**config.mk**
```make
export PLATFORM = sky130hd
export DESIGN_NAME = knn_result_writer
export DESIGN_NICKNAME = d
export VERILOG_FILES = /design/src/rtl/knn_result_writer.sv
export SDC_FILE = /design/constraint.sdc
export NUM_CORES = 1
export LEC_CHECK = 0
export BUFFER_PORTS_ARGS = -buffer_cell sky130_fd_sc_hd__buf_4
export CORE_ASPECT_RATIO = 1.75
export CORE_UTILIZATION = 37
export DETAILED_ROUTE_END_ITERATION = 8
export MAX_ROUTING_LAYER = met4
export PLACE_DENSITY = 0.63
export SYNTH_ARGS = -nofsm -noshare
export SYNTH_HDL_FRONTEND = slang
export SYNTH_SLANG_ARGS = --single-unit
```
**constraint.sdc**
```tcl
create_clock -name clk -period 8.57 [get_ports clk]
set_input_delay 0.857 -clock clk [delete_from_list [all_inputs] [get_ports clk]]
set_output_delay 0.857 -clock clk [all_outputs]
set_load 0.005 [all_outputs]
```
**src/rtl/knn_result_writer.sv**
```systemverilog
// Two-slot ping-pong buffer for per-query sorted top-K snapshots, drained
// rank by rank (nearest first) over a valid/ready port with a query tag per beat.
module knn_result_writer #(
    parameter int DIST_W = 25,
    parameter int IDX_W  = 15,
    parameter int QIDX_W = 12
) (
    input  logic              clk,
    input  logic              rst_n,
    input  logic              valid_in,
    input  logic [DIST_W-1:0] l2_dist_0,
    input  logic [DIST_W-1:0] l2_dist_1,
    input  logic [DIST_W-1:0] l2_dist_2,
    input  logic [DIST_W-1:0] l2_dist_3,
    input  logic [IDX_W-1:0]  merged_idx_0,
    input  logic [IDX_W-1:0]  merged_idx_1,
    input  logic [IDX_W-1:0]  merged_idx_2,
    input  logic [IDX_W-1:0]  merged_idx_3,
    output logic              out_valid,
    input  logic              out_ready,
    output logic [DIST_W-1:0] out_dist,
    output logic [IDX_W-1:0]  out_idx,
    output logic [1:0]        out_rank,
    output logic [QIDX_W-1:0] out_qidx,
    output logic              out_last,
    output logic [1:0]        occupancy,
    output logic              overflow,
    output logic              o_dbg_state
);
    // Handshake: a beat transfers on any rising edge where out_valid & out_ready;
    // once raised, out_valid and the beat fields hold until that transfer.
    localparam int K = 4;

    typedef enum logic {S_IDLE = 1'b0, S_DRAIN = 1'b1} state_t;

    state_t            r_state;
    state_t            w_state_nxt;
    logic [DIST_W-1:0] r_dist [2][K];
    logic [IDX_W-1:0]  r_idx  [2][K];
    logic [QIDX_W-1:0] r_tag  [2];
    logic              r_head;
    logic              r_tail;
    logic [1:0]        r_occ;
    logic [1:0]        w_occ_nxt;
    logic [1:0]        r_rank;
    logic [QIDX_W-1:0] r_qcnt;
    logic              r_ovf;
    logic              w_hs;
    logic              w_pop;
    logic              w_accept;

    assign w_hs     = (r_state == S_DRAIN) & out_ready;
    assign w_pop    = w_hs & (r_rank == 2'(K - 1));
    // A full buffer still accepts when the head's final beat leaves this cycle.
    assign w_accept = valid_in & ((r_occ != 2'd2) | w_pop);

    always_comb begin
        w_occ_nxt = r_occ;
        case ({w_accept, w_pop})
            2'b10:   w_occ_nxt = r_occ + 2'd1;
            2'b01:   w_occ_nxt = r_occ - 2'd1;
            default: w_occ_nxt = r_occ;
        endcase
    end

    always_comb begin
        w_state_nxt = r_state;
        case (r_state)
            S_IDLE:  if (w_accept) w_state_nxt = S_DRAIN;
            S_DRAIN: if (w_occ_nxt == 2'd0) w_state_nxt = S_IDLE;
            default: w_state_nxt = S_IDLE;
        endcase
    end

    always_ff @(posedge clk) begin
        if (!rst_n) begin
            r_state <= S_IDLE;
            r_head  <= 1'b0;
            r_tail  <= 1'b0;
            r_occ   <= 2'd0;
            r_rank  <= 2'd0;
            r_qcnt  <= '0;
            r_ovf   <= 1'b0;
        end else begin
            r_state <= w_state_nxt;
            r_occ   <= w_occ_nxt;
            if (w_hs)
                r_rank <= w_pop ? 2'd0 : r_rank + 2'd1;
            if (w_pop)
                r_head <= ~r_head;
            if (w_accept)
                r_tail <= ~r_tail;
            if (valid_in)
                r_qcnt <= r_qcnt + 1'b1;
            if (valid_in && !w_accept)
                r_ovf <= 1'b1;
        end
    end

    // Slot payload needs no reset: it is only visible while its slot is occupied.
    always_ff @(posedge clk) begin
        if (rst_n && w_accept) begin
            r_dist[r_tail][0] <= l2_dist_0;
            r_dist[r_tail][1] <= l2_dist_1;
            r_dist[r_tail][2] <= l2_dist_2;
            r_dist[r_tail][3] <= l2_dist_3;
            r_idx[r_tail][0]  <= merged_idx_0;
            r_idx[r_tail][1]  <= merged_idx_1;
            r_idx[r_tail][2]  <= merged_idx_2;
            r_idx[r_tail][3]  <= merged_idx_3;
            r_tag[r_tail]     <= r_qcnt;
        end
    end

    assign out_valid   = (r_state == S_DRAIN);
    assign out_dist    = out_valid ? r_dist[r_head][r_rank] : '0;
    assign out_idx     = out_valid ? r_idx[r_head][r_rank] : '0;
    assign out_rank    = out_valid ? r_rank : 2'd0;
    assign out_qidx    = out_valid ? r_tag[r_head] : '0;
    assign out_last    = out_valid & (r_rank == 2'(K - 1));
    assign occupancy   = r_occ;
    assign overflow    = r_ovf;
    assign o_dbg_state = r_state;

endmodule
```
==> key figures, run 1 <==
Status
  • Outcome: complete, no violations

Clocking
  • Worst skew pair latency: 0.51 ns
  • Clk slew on worst S/H paths: 0.07 ns
  • Hold_buf cts: 0
  • # Post-CTS Setup Buffers: 0
  • Post-CTS sizing: 0
  • Clk root buf: clkbuf_16
  • Sink Count: 365
  • H-Tree Depth: 2
  • CTS tree: built
  • Total CTS buffers: 34
  • Clock Tree Buf Depth: 3

Die
  • Die ar.: 39200 sq um
  • Initial core utilization: 0.377
  • Die X: 150 um
  • # IOs: 224
  • Rows: 94
  • Die outline height: 261 um
  • Core area: 37600 sq um

Finish
  • Share of cells above drive strength 1: 0.346
  • Multi-input logic area: ~3200 sq um
  • Fin util: 0.463
  • Final nets: 1113
  • Area grow syn2layout: 22.9%
  • FILL cells: 3223
  • FF/Latch Area: about 11000 sq um

Synth
  • Warnings, synthesis: 0
  • Syn Inst Count: 723
  • Area leader, netlist: edfxtp_1
  • Top-area cell type share of the netlist area: 0.728
  • Syn_nets: 889
  • Syn Std Cell Area: 14200 sq um
  • Seq cells post-synth: 365
  • Netlist cell types: 34
  • Dominant cells by area after synthesis: edfxtp_1, mux2i_1, mux4_2, dfxtp_1, o211a_1
  • Sequential area share after synthesis: 0.758
  • Synthesized area per cell: 19.6 sq um

Critical path
  • Critical path capture point type: output pin
  • CP top delay family: buffers and inverters
  • Worst-path maximum fanout: 25
  • Worst setup path category: flop to output pin
  • Critical path buffers and inverters: 3
  • CP most frequent cell: buf_4
  • CP Data Arrival Time: 3.20 ns
  • Cells along the critical path: buf_4 > and2_2 > buf_4 > a22oi_1 > o211a_1 > buf_4
  • Slowest stage cell, crit path: dfxtp_2
  • Crit start category: flop
  • WP data required: 7.71 ns
  • CP max stage delay: 0.69 ns

Timing
  • Fin. Hold Viols: 0
  • Upper clock frequency limit: between 200 and 250 MHz
  • Final worst-path cycle share: 0.473
  • Setup Skew: 0.0167 ns
  • Relative slew margins: 0.245
  • RSZ-0062 raised after global routing: false
  • Final Max Slew Viols: 0
  • Setup TNS: 0 ns
  • Slew @ Worst Pin: 1.13 ns
  • Final setup vio count: 0
  • Min Tclk post-route: 4.05 ns

Flow run
  • Max Cap Viol: 0

Power
  • Gate power share: 0.056
  • Max VDD drop: about 130 uV
  • Flop pwr share: 0.546
  • Sw Ratio: 0.200
  • Pleak: around 6.2 nW
  • Final Power: between 3 and 4 mW
  • Cell internal pwr: 3.00 mW
  • Power per cell area: 215 nW/um^2
  • Clk network pwr share: 0.398
  • Sw power: around 750 uW

Placed design
  • Final GP Congestion: 0.766
  • Post-DP HPWL: about 20 mm
  • Port Buf Inserts: approximately 220

Drt
  • Drt drc: 0
  • DR vias: about 7300
  • Post-Route WL: 30.7 mm
  • Number of DRC markers in iteration 0: 378
  • DR WL/cell: 21.0 um
  • Antenna Nets Post-Route: 0
  • Via-to-Cell Ratio: 5.01
  • DR pass1 iterations: 4

Global route
  • GRT overflow: 0
  • First-pass GRT wire length: 44.9 mm
  • Largest net degree at the start of global routing: 133
  • GRT Resource Usage Total: 0.162
  • Vias in the first global route: 7861
  • Antenna violations before repair: 11

Min path
  • Hold Crit Class: flop to flop
## worst paths after layout
path | from | to | slack (ns) | cells after the start
setup reg to reg | r_rank[0] | r_dist[0][96] | 4.83 | 6
setup / recovery | r_rank[0] | out_idx[2] | 4.52 | 6
hold reg to reg | r_qcnt[10] | r_tag[1][10] | 0.46 | 0
hold / removal | r_qcnt[10] | r_tag[1][10] | 0.46 | 0
## cells in the mapped netlist (all sizes together)
cell type and instances:
o31ai 2, xor2 5, a31oi 1, nor2 3, edfxtp 344, mux4 40, clkbuf 24, ha 2
and3 2, nand4 3, o211a 40, inv 2, buf 21, o21ai 4, xnor2 5, dfxtp 21
a21boi 4, and2 16, a22oi 40, nand3 7, a21oi 3, nor2b 19, nor3 7, o22ai 1
nor4 2, or3 2, mux2i 94, nand2 9
## power by group through the flow
stage	Clock, mW	Combinational (mW)	Sequential, mW
after global placement	0	0.210	2.08
after floorplan	0	0.0881	2.09
after detailed placement	0	0.214	2.09
after global routing	1.60	0.228	2.05
after CTS	1.53	0.214	2.05
final	1.49	0.210	2.05
## worst reg2reg max path, stage by stage, from the launching register on
cell      delay (ns)
dfxtp_2         0.69
ha_1            0.31
nand3_2         0.20
a21boi_0        0.36
nand2_1         0.16
nor2_4          0.80
buf_4           0.81
## state kept, by name, indices dropped and copies added (netlist names), named ones only
register     count
r_qcnt          12
r_tag           24
r_tail           1
overflow         1
r_idx          120
o_dbg_state      1
occupancy        2
r_dist         200
r_rank           2
r_head           1
## cells by family after synthesis
family	after synthesis	synth area share
buffers and inverters	47	0.0201
AO/OA/AOI/OAI	95	0.0559
XOR/XNOR	10	0.00617
AND/OR/NAND/NOR	70	0.0283
flip-flops	365	0.758
adder cells (fa/ha/maj)	2	0.00176
multiplexers	134	0.130
## through the flow
stage          instances  instance area, sq um  hold slack, ns  worst slack, ns
2_1_floorplan        723                 14200           0.426             2.24
3_3_place_gp        1391                 16300           0.433             4.74
3_5_place_dp        1391                 16300           0.446             4.70
4_1_cts             1449                 17400           0.463             4.34
5_1_grt             1460                 17400           0.479             4.29
6_report            1460                 17400           0.457             4.52
## cell type report
type                            count  area share
Tap cell                          480      0.0344
Clock buffer                       42      0.0535
Sequential cell                   365       0.617
Multi-Input combinational cell    311       0.182
Antenna cell                       11     0.00158
Timing Repair Buffer              233       0.102
Inverter                            2    0.000431
Clock inverter                     16     0.00954
## routing by layer
layer | vias up | wire [um] | GRT usage
li1 | 3393 | - | -
met4 | 0 | 1410 | 0.0957
met3 | 63 | 1330 | 0.0261
met1 | 3667 | 11100 | 0.170
met5 | - | 0 | -
met2 | 194 | 16800 | 0.284
## cells in the final DEF, fill, tap and decap left out, types with 2 or more instances in the layout
cell type,instances
edfxtp_1,344
buf_4,231
mux2i_1,94
mux4_2,40
a22oi_1,40
o211a_1,40
clkbuf_16,35
nor2b_1,18
dfxtp_1,17
and2_1,15
diode_2,11
nand2_1,9
nor3_1,7
clkinv_2,7
nand3_1,6
xnor2_1,5
xor2_1,5
a21boi_0,4
o21ai_0,4
clkbuf_1,4
a21oi_1,3
bufinv_16,3
clkbuf_8,3
dfxtp_2,3
or3_1,2
nand4_1,2
nor2_1,2
o31ai_1,2
inv_1,2
nor4_1,2
ha_1,2
inv_6,2
clkinv_1,2
buf_12,2
Note: power is estimated with default switching activity, not from simulation.
==> run 2, diff against run 1 <==
==> constraint.sdc (replaced) <==
create_clock -name clk -period 3.35 [get_ports clk]
set_input_delay 0.335 -clock clk [delete_from_list [all_inputs] [get_ports clk]]
set_output_delay 0.335 -clock clk [all_outputs]
set_load 0.005 [all_outputs]
==> key figures, run 2 (synthesized netlist as in run 1, its figures left out) <==
Drt
  • Post-Route WL: 31.9 mm (was 30.7 mm)
  • Number of DRC markers in iteration 0: 299 (was 378)
  • Drt drc: 0 (unchanged)
  • DR pass1 iterations: 5 (was 4)
  • Via-to-Cell Ratio: 4.95 (was 5.01)
  • DR vias: 8030 (was 7317)
  • Antenna Nets Post-Route: 0 (unchanged)
  • DR WL/cell: 19.7 um (was 21.0 um)

Clocking
  • Post-CTS sizing: 0 (unchanged)
  • Total CTS buffers: 34 (unchanged)
  • H-Tree Depth: 2 (unchanged)
  • Clk root buf: clkbuf_16 (unchanged)
  • Clock Tree Buf Depth: 3 (unchanged)
  • Clk slew on worst S/H paths: 0.06 ns (was 0.07 ns)
  • Sink Count: 365 (unchanged)
  • Worst skew pair latency: 0.51 ns (about the same)
  • CTS tree: built (unchanged)

Global route
  • Antenna violations before repair: 5 (was 11)
  • GRT overflow: 0 (unchanged)
  • Vias in the first global route: 8727 (was 7861)
  • GRT Resource Usage Total: 0.169 (was 0.162)
  • First-pass GRT wire length: 47.5 mm (was 44.9 mm)
  • Largest net degree at the start of global routing: 93 (was 133)

Die
  • # IOs: 224 (unchanged)
  • Die ar.: 39200 sq um (unchanged)
  • Die outline height: 261 um (unchanged)
  • Rows: 94 (unchanged)
  • Core area: 37600 sq um (unchanged)
  • Die X: 150 um (unchanged)
  • Initial core utilization: 0.377 (unchanged)

Flow run
  • Max Cap Viol: 0 (unchanged)

Timing
  • Relative slew margins: 0.461 (was 0.245)
  • Hold WS: 0.0324 ns (was 0.457 ns)
  • Upper clock frequency limit: about 360 MHz
  • Final setup vio count: 0 (unchanged)
  • Min Tclk post-route: 2.81 ns
  • Setup Skew: 0.0129 ns (was 0.0167 ns)
  • Final Max Slew Viols: 0 (unchanged)
  • Fin. Hold Viols: 0 (unchanged)
  • Final worst-path cycle share: 0.838
  • Slew @ Worst Pin: 0.809 ns (was 1.13 ns)
  • RSZ-0062 raised after global routing: false (unchanged)

Critical path
  • WP data required: 3.01 ns (was 7.71 ns)
  • Reg2Reg Setup Slack: 0.96 ns (was 4.83 ns)
  • FF-to-FF End: r_dist[0][18] (was r_dist[0][96])
  • Critical path capture point type: output pin (unchanged)
  • CP Data Arrival Time: 2.47 ns (was 3.20 ns)
  • Worst setup path category: flop to output pin (unchanged)
  • Worst-path maximum fanout: 17 (was 25)
  • Cells on worst reg2reg path: 7 (was 6)
  • Crit start category: flop (unchanged)
  • Worst reg2reg startpoint: r_rank[1] (was r_rank[0])

Placed design
  • Post-DP HPWL: 19.9 mm (was 19.7 mm)
  • Final GP Congestion: 0.745 (was 0.766)
  • Post-Place Cell Area: 16600 sq um (was 16300 sq um)
  • Port Buf Inserts: 223 (unchanged)

Min path
  • Min-delay src: l2_dist_0[7] (was r_qcnt[10])
  • Hold Path Depth: 1 (was 0)
  • Min-Delay Endpoint: r_dist[0][82] (was r_tag[1][10])
  • Hold Crit Class: primary input to flop (was flop to flop)

Power
  • Pleak: 6.93 nW (was 6.23 nW)
  • Max VDD drop: 483 uV (was 133 uV)
  • Power per cell area: 502 nW/um^2 (was 215 nW/um^2)

Finish
  • Top flop regs: r_dist x200, r_idx x120, r_tag x24 (unchanged)
  • Most common cell after layout, fill and taps aside: edfxtp_1 (unchanged)
  • Area grow syn2layout: 35.1% (was 22.9%)
  • FILL cells: 3114 (was 3223)
  • Post-route cell area: 19200 sq um (was 17400 sq um)
  • Final nets: 1282 (was 1113)
  • Top reg by flops: r_dist (unchanged)
  • Share of cells above drive strength 1: 0.302 (was 0.346)
  • Number of flip-flops in the largest register: 200 (unchanged)
  • Most frequent cells in the layout: edfxtp_1, buf_4, dlygate4sd3_1, mux2i_1 (was edfxtp_1, buf_4, mux2i_1)

Status
  • Outcome: complete, no violations (unchanged)
-- run 2: repair_timing --
item                      4_1_cts  5_1_grt
setup buffers                   0        0
hold buffers                  157        0
hold endpoints to repair      312        0
-- run 2: layout make-up --
cell class / count / area [sq um] / share of cell area
clock buffers: 42 / 902 / 0.0471
well taps: 480 / 601 / 0.0313
flip-flops and latches: 365 / 10800 / 0.561
diodes: 5 / 12.5 / 0.000653
repair buffers: 402 / 3560 / 0.186
clock inverters: 14 / 131 / 0.00685
multi-input cells: 311 / 3200 / 0.167
inverters: 2 / 7.51 / 0.000392
-- run 2: metrics by stage --
step | total power, mW | util | setup slack (ns) | setup TNS (ns) | cells
6_report | 9.62 | 0.509 | 0.544 | 0 | 1621
5_1_grt | 9.95 | 0.509 | 0.402 | 0 | 1621
4_1_cts | 9.76 | 0.509 | 0.479 | 0 | 1616
3_5_place_dp | 5.89 | 0.440 | 0.911 | 0 | 1403
3_3_place_gp | 5.87 | 0.440 | 0.942 | 0 | 1403
2_1_floorplan | 5.56 | - | -0.478 | -84.84 | 723
-- run 2: worst max path at each step --
stage	from	endpoint	slack [ns]	cells after the start
6_report	r_rank[1]	out_idx[3]	0.54	5
4_1_cts	r_rank[1]	out_idx[4]	0.48	5
3_3_place_gp	r_rank[1]	r_idx[0][30]	0.94	7
5_1_grt	r_rank[1]	out_dist[20]	0.40	5
3_5_place_dp	r_rank[1]	r_dist[0][41]	0.91	7
2_1_floorplan	r_rank[1]	r_dist[0][0]	-0.48	5
-- run 2: power by group --
part           switching (mW)  leakage (nW)  total (mW)  internal, mW
Clock                    1.60         0.499        3.68          2.07
Sequential             0.0463          3.34        5.23          5.18
Combinational           0.313          3.09       0.716         0.404
Total                    1.96          6.93        9.62          7.66
-- run 2: routing by layer --
metal  track usage  vias to the layer above  wire length (um)
li1              -                     3734                 -
met1         0.179                     4048             11700
met2         0.314                      187             18100
met3        0.0206                       61              1040
met4        0.0687                        0              1090
met5             -                        -                 0
-- run 2: worst max-delay path: stages (launching register included) --
cell,delay [ns]
dfxtp_2,0.60
nor2b_4,0.60
buf_4,0.33
a22oi_1,0.11
o211a_1,0.17
buf_4,0.14
==> run 3, diff against run 2 <==
==> constraint.sdc (replaced) <==
create_clock -name clk -period 2.5 [get_ports clk]
set_input_delay 0.25 -clock clk [delete_from_list [all_inputs] [get_ports clk]]
set_output_delay 0.25 -clock clk [all_outputs]
set_load 0.005 [all_outputs]
==> key figures, run 3 (synthesized netlist as in run 1, its figures left out) <==
Timing
  • Fin. Hold Viols: 0 (unchanged)
  • Setup TNS: 0 ns (unchanged)
  • RSZ-0062 raised after global routing: true (was false)
  • Upper clock frequency limit: 409 MHz
  • Final setup vio count: 0 (unchanged)
  • Hold WS: 0.0484 ns (was 0.0324 ns)
  • Relative slew margins: 0.444 (was 0.461)
  • Slew @ Worst Pin: 0.833 ns (was 0.809 ns)
  • Final worst-path cycle share: 0.977
  • Setup ws final: 0.0575 ns (was 0.544 ns)
  • Final Max Slew Viols: 0 (unchanged)
  • Min Tclk post-route: 2.44 ns
  • Setup Skew: 0.0220 ns (was 0.0129 ns)

Critical path
  • Worst setup path category: flop to output pin (unchanged)
  • CP Data Arrival Time: 2.19 ns (was 2.47 ns)
  • Critical path capture point type: output pin (unchanged)
  • Worst-path maximum fanout: 28 (was 17)
  • Crit start category: flop (unchanged)
  • WP data required: 2.25 ns (was 3.01 ns)
  • Cells on worst reg2reg path: 6 (was 7)

Min path
  • Hold Crit Class: primary input to flop (unchanged)
  • Hold Path Depth: 3 (was 1)

Die
  • Die ar.: 39200 sq um (unchanged)
  • Core area: 37600 sq um (unchanged)
  • Die X: 150 um (unchanged)
  • Rows: 94 (unchanged)
  • Die outline height: 261 um (unchanged)
  • Initial core utilization: 0.377 (unchanged)
  • # IOs: 224 (unchanged)

Finish
  • Area grow syn2layout: 37.6% (was 35.1%)
  • Fin cells: 1643 (was 1621)
  • Share of cells above drive strength 1: 0.314 (was 0.302)
  • Most common cell after layout, fill and taps aside: edfxtp_1 (unchanged)
  • Most frequent cells in the layout: edfxtp_1, buf_4, dlygate4sd3_1, mux2i_1 (unchanged)
  • Fin util: 0.519 (was 0.509)
  • Number of flip-flops in the largest register: 200 (unchanged)
  • Top reg by flops: r_dist (unchanged)
  • Final nets: 1301 (was 1282)
  • Post-route cell area: 19500 sq um (was 19200 sq um)
  • Top flop regs: r_dist x200, r_idx x120, r_tag x24 (unchanged)
  • FILL cells: 3053 (was 3114)

Clocking
  • Clock Tree Buf Depth: 3 (unchanged)
  • Clk slew on worst S/H paths: 0.06 ns (about the same)
  • H-Tree Depth: 2 (unchanged)
  • Total CTS buffers: 35 (was 34)
  • Worst skew pair latency: 0.53 ns (was 0.51 ns)
  • Sink Count: 365 (unchanged)
  • CTS tree: built (unchanged)
  • Clk root buf: clkbuf_16 (unchanged)

Placed design
  • Post-DP HPWL: 20.8 mm (was 19.9 mm)
  • Final GP Congestion: 0.740 (was 0.745)
  • Setup WS pre-CTS: 0.438 ns (was 0.911 ns)
  • Placed cells: 1408 (was 1403)
  • Post-Place Cell Area: 16600 sq um (about the same)
  • Port Buf Inserts: 223 (unchanged)

Global route
  • First-pass GRT wire length: 48.8 mm (was 47.5 mm)
  • Vias in the first global route: 8826 (was 8727)
  • Antenna violations before repair: 2 (was 5)
  • GRT Resource Usage Total: 0.174 (was 0.169)
  • GRT overflow: 0 (unchanged)
  • Largest net degree at the start of global routing: 87 (was 93)

Drt
  • DR pass1 iterations: 4 (was 5)
  • DR WL/cell: 20.4 um (was 19.7 um)
  • Antenna Nets Post-Route: 0 (unchanged)
  • Via-to-Cell Ratio: 4.96 (was 4.95)
  • Number of DRC markers in iteration 0: 377 (was 299)
  • DR vias: 8145 (was 8030)
  • Drt drc: 0 (unchanged)
  • Post-Route WL: 33.5 mm (was 31.9 mm)

Power
  • Final Power: 13.4 mW (was 9.62 mW)
  • Max VDD drop: 367 uV (was 483 uV)
  • Power per cell area: 685 nW/um^2 (was 502 nW/um^2)
  • Pleak: 7.12 nW (was 6.93 nW)

Flow run
  • Max Cap Viol: 0 (unchanged)

Status
  • Outcome: complete, no violations (unchanged)
[run 3: cell count changes in the layout (fill, tap and decap cells not counted), moves of 3 or more]
cell / delta
diode_2: -3
buf_6: +3
dlygate4sd3_1: +3
buf_4: +7
clkbuf_8: +6
[run 3: worst max-delay path, cell delays in order, from the launching register on]
cell and delay, ns:
dfxtp_2 0.40, buf_4 0.46, mux4_2 0.42, o211a_1 0.24
buf_4 0.13
[run 3: power breakdown]
part | switching [mW] | internal, mW | total [mW]
clock | 2.20 | 3.19 | 5.39
sequential | 0.0624 | 6.94 | 7.01
combinational | 0.433 | 0.543 | 0.976
[run 3: worst paths after layout]
path	slack, ns	end	start
max	0.06	out_idx[9]	r_rank[0]
min	0.05	r_rank[1]	out_ready
max reg2reg	0.45	r_idx[0][30]	r_rank[0]
min reg2reg	0.46	r_tag[0][10]	r_qcnt[10]
[run 3: layout make-up]
| cell class | count | area, sq um | share of cell area |
|---|---|---|---|
| inverters | 2 | 7.51 | 0.000385 |
| flip-flops and latches | 365 | 10800 | 0.551 |
| repair buffers | 420 | 3780 | 0.194 |
| clock buffers | 50 | 992 | 0.0508 |
| multi-input cells | 311 | 3200 | 0.164 |
| diodes | 2 | 5.00 | 0.000256 |
| well taps | 480 | 601 | 0.0308 |
| clock inverters | 13 | 179 | 0.00917 |
[run 3: metal layers]
metal,vias to the layer above,global-route usage,share of wire
met5,-,-,0
li1,3764,-,-
met1,4112,0.177,0.36
met2,195,0.328,0.57
met3,74,0.0226,0.032
met4,0,0.0746,0.035
[run 3: timing repair]
item / in CTS / in global routing
setup endpoints to repair: 33 / 32
cloned: 0 / 2
gates resized for setup: 9 / 1
pin swaps: 0 / 0
endpoints found under the hold margin: 320 / 0
hold buffers: 160 / 0
buffers inserted: 1 / 7
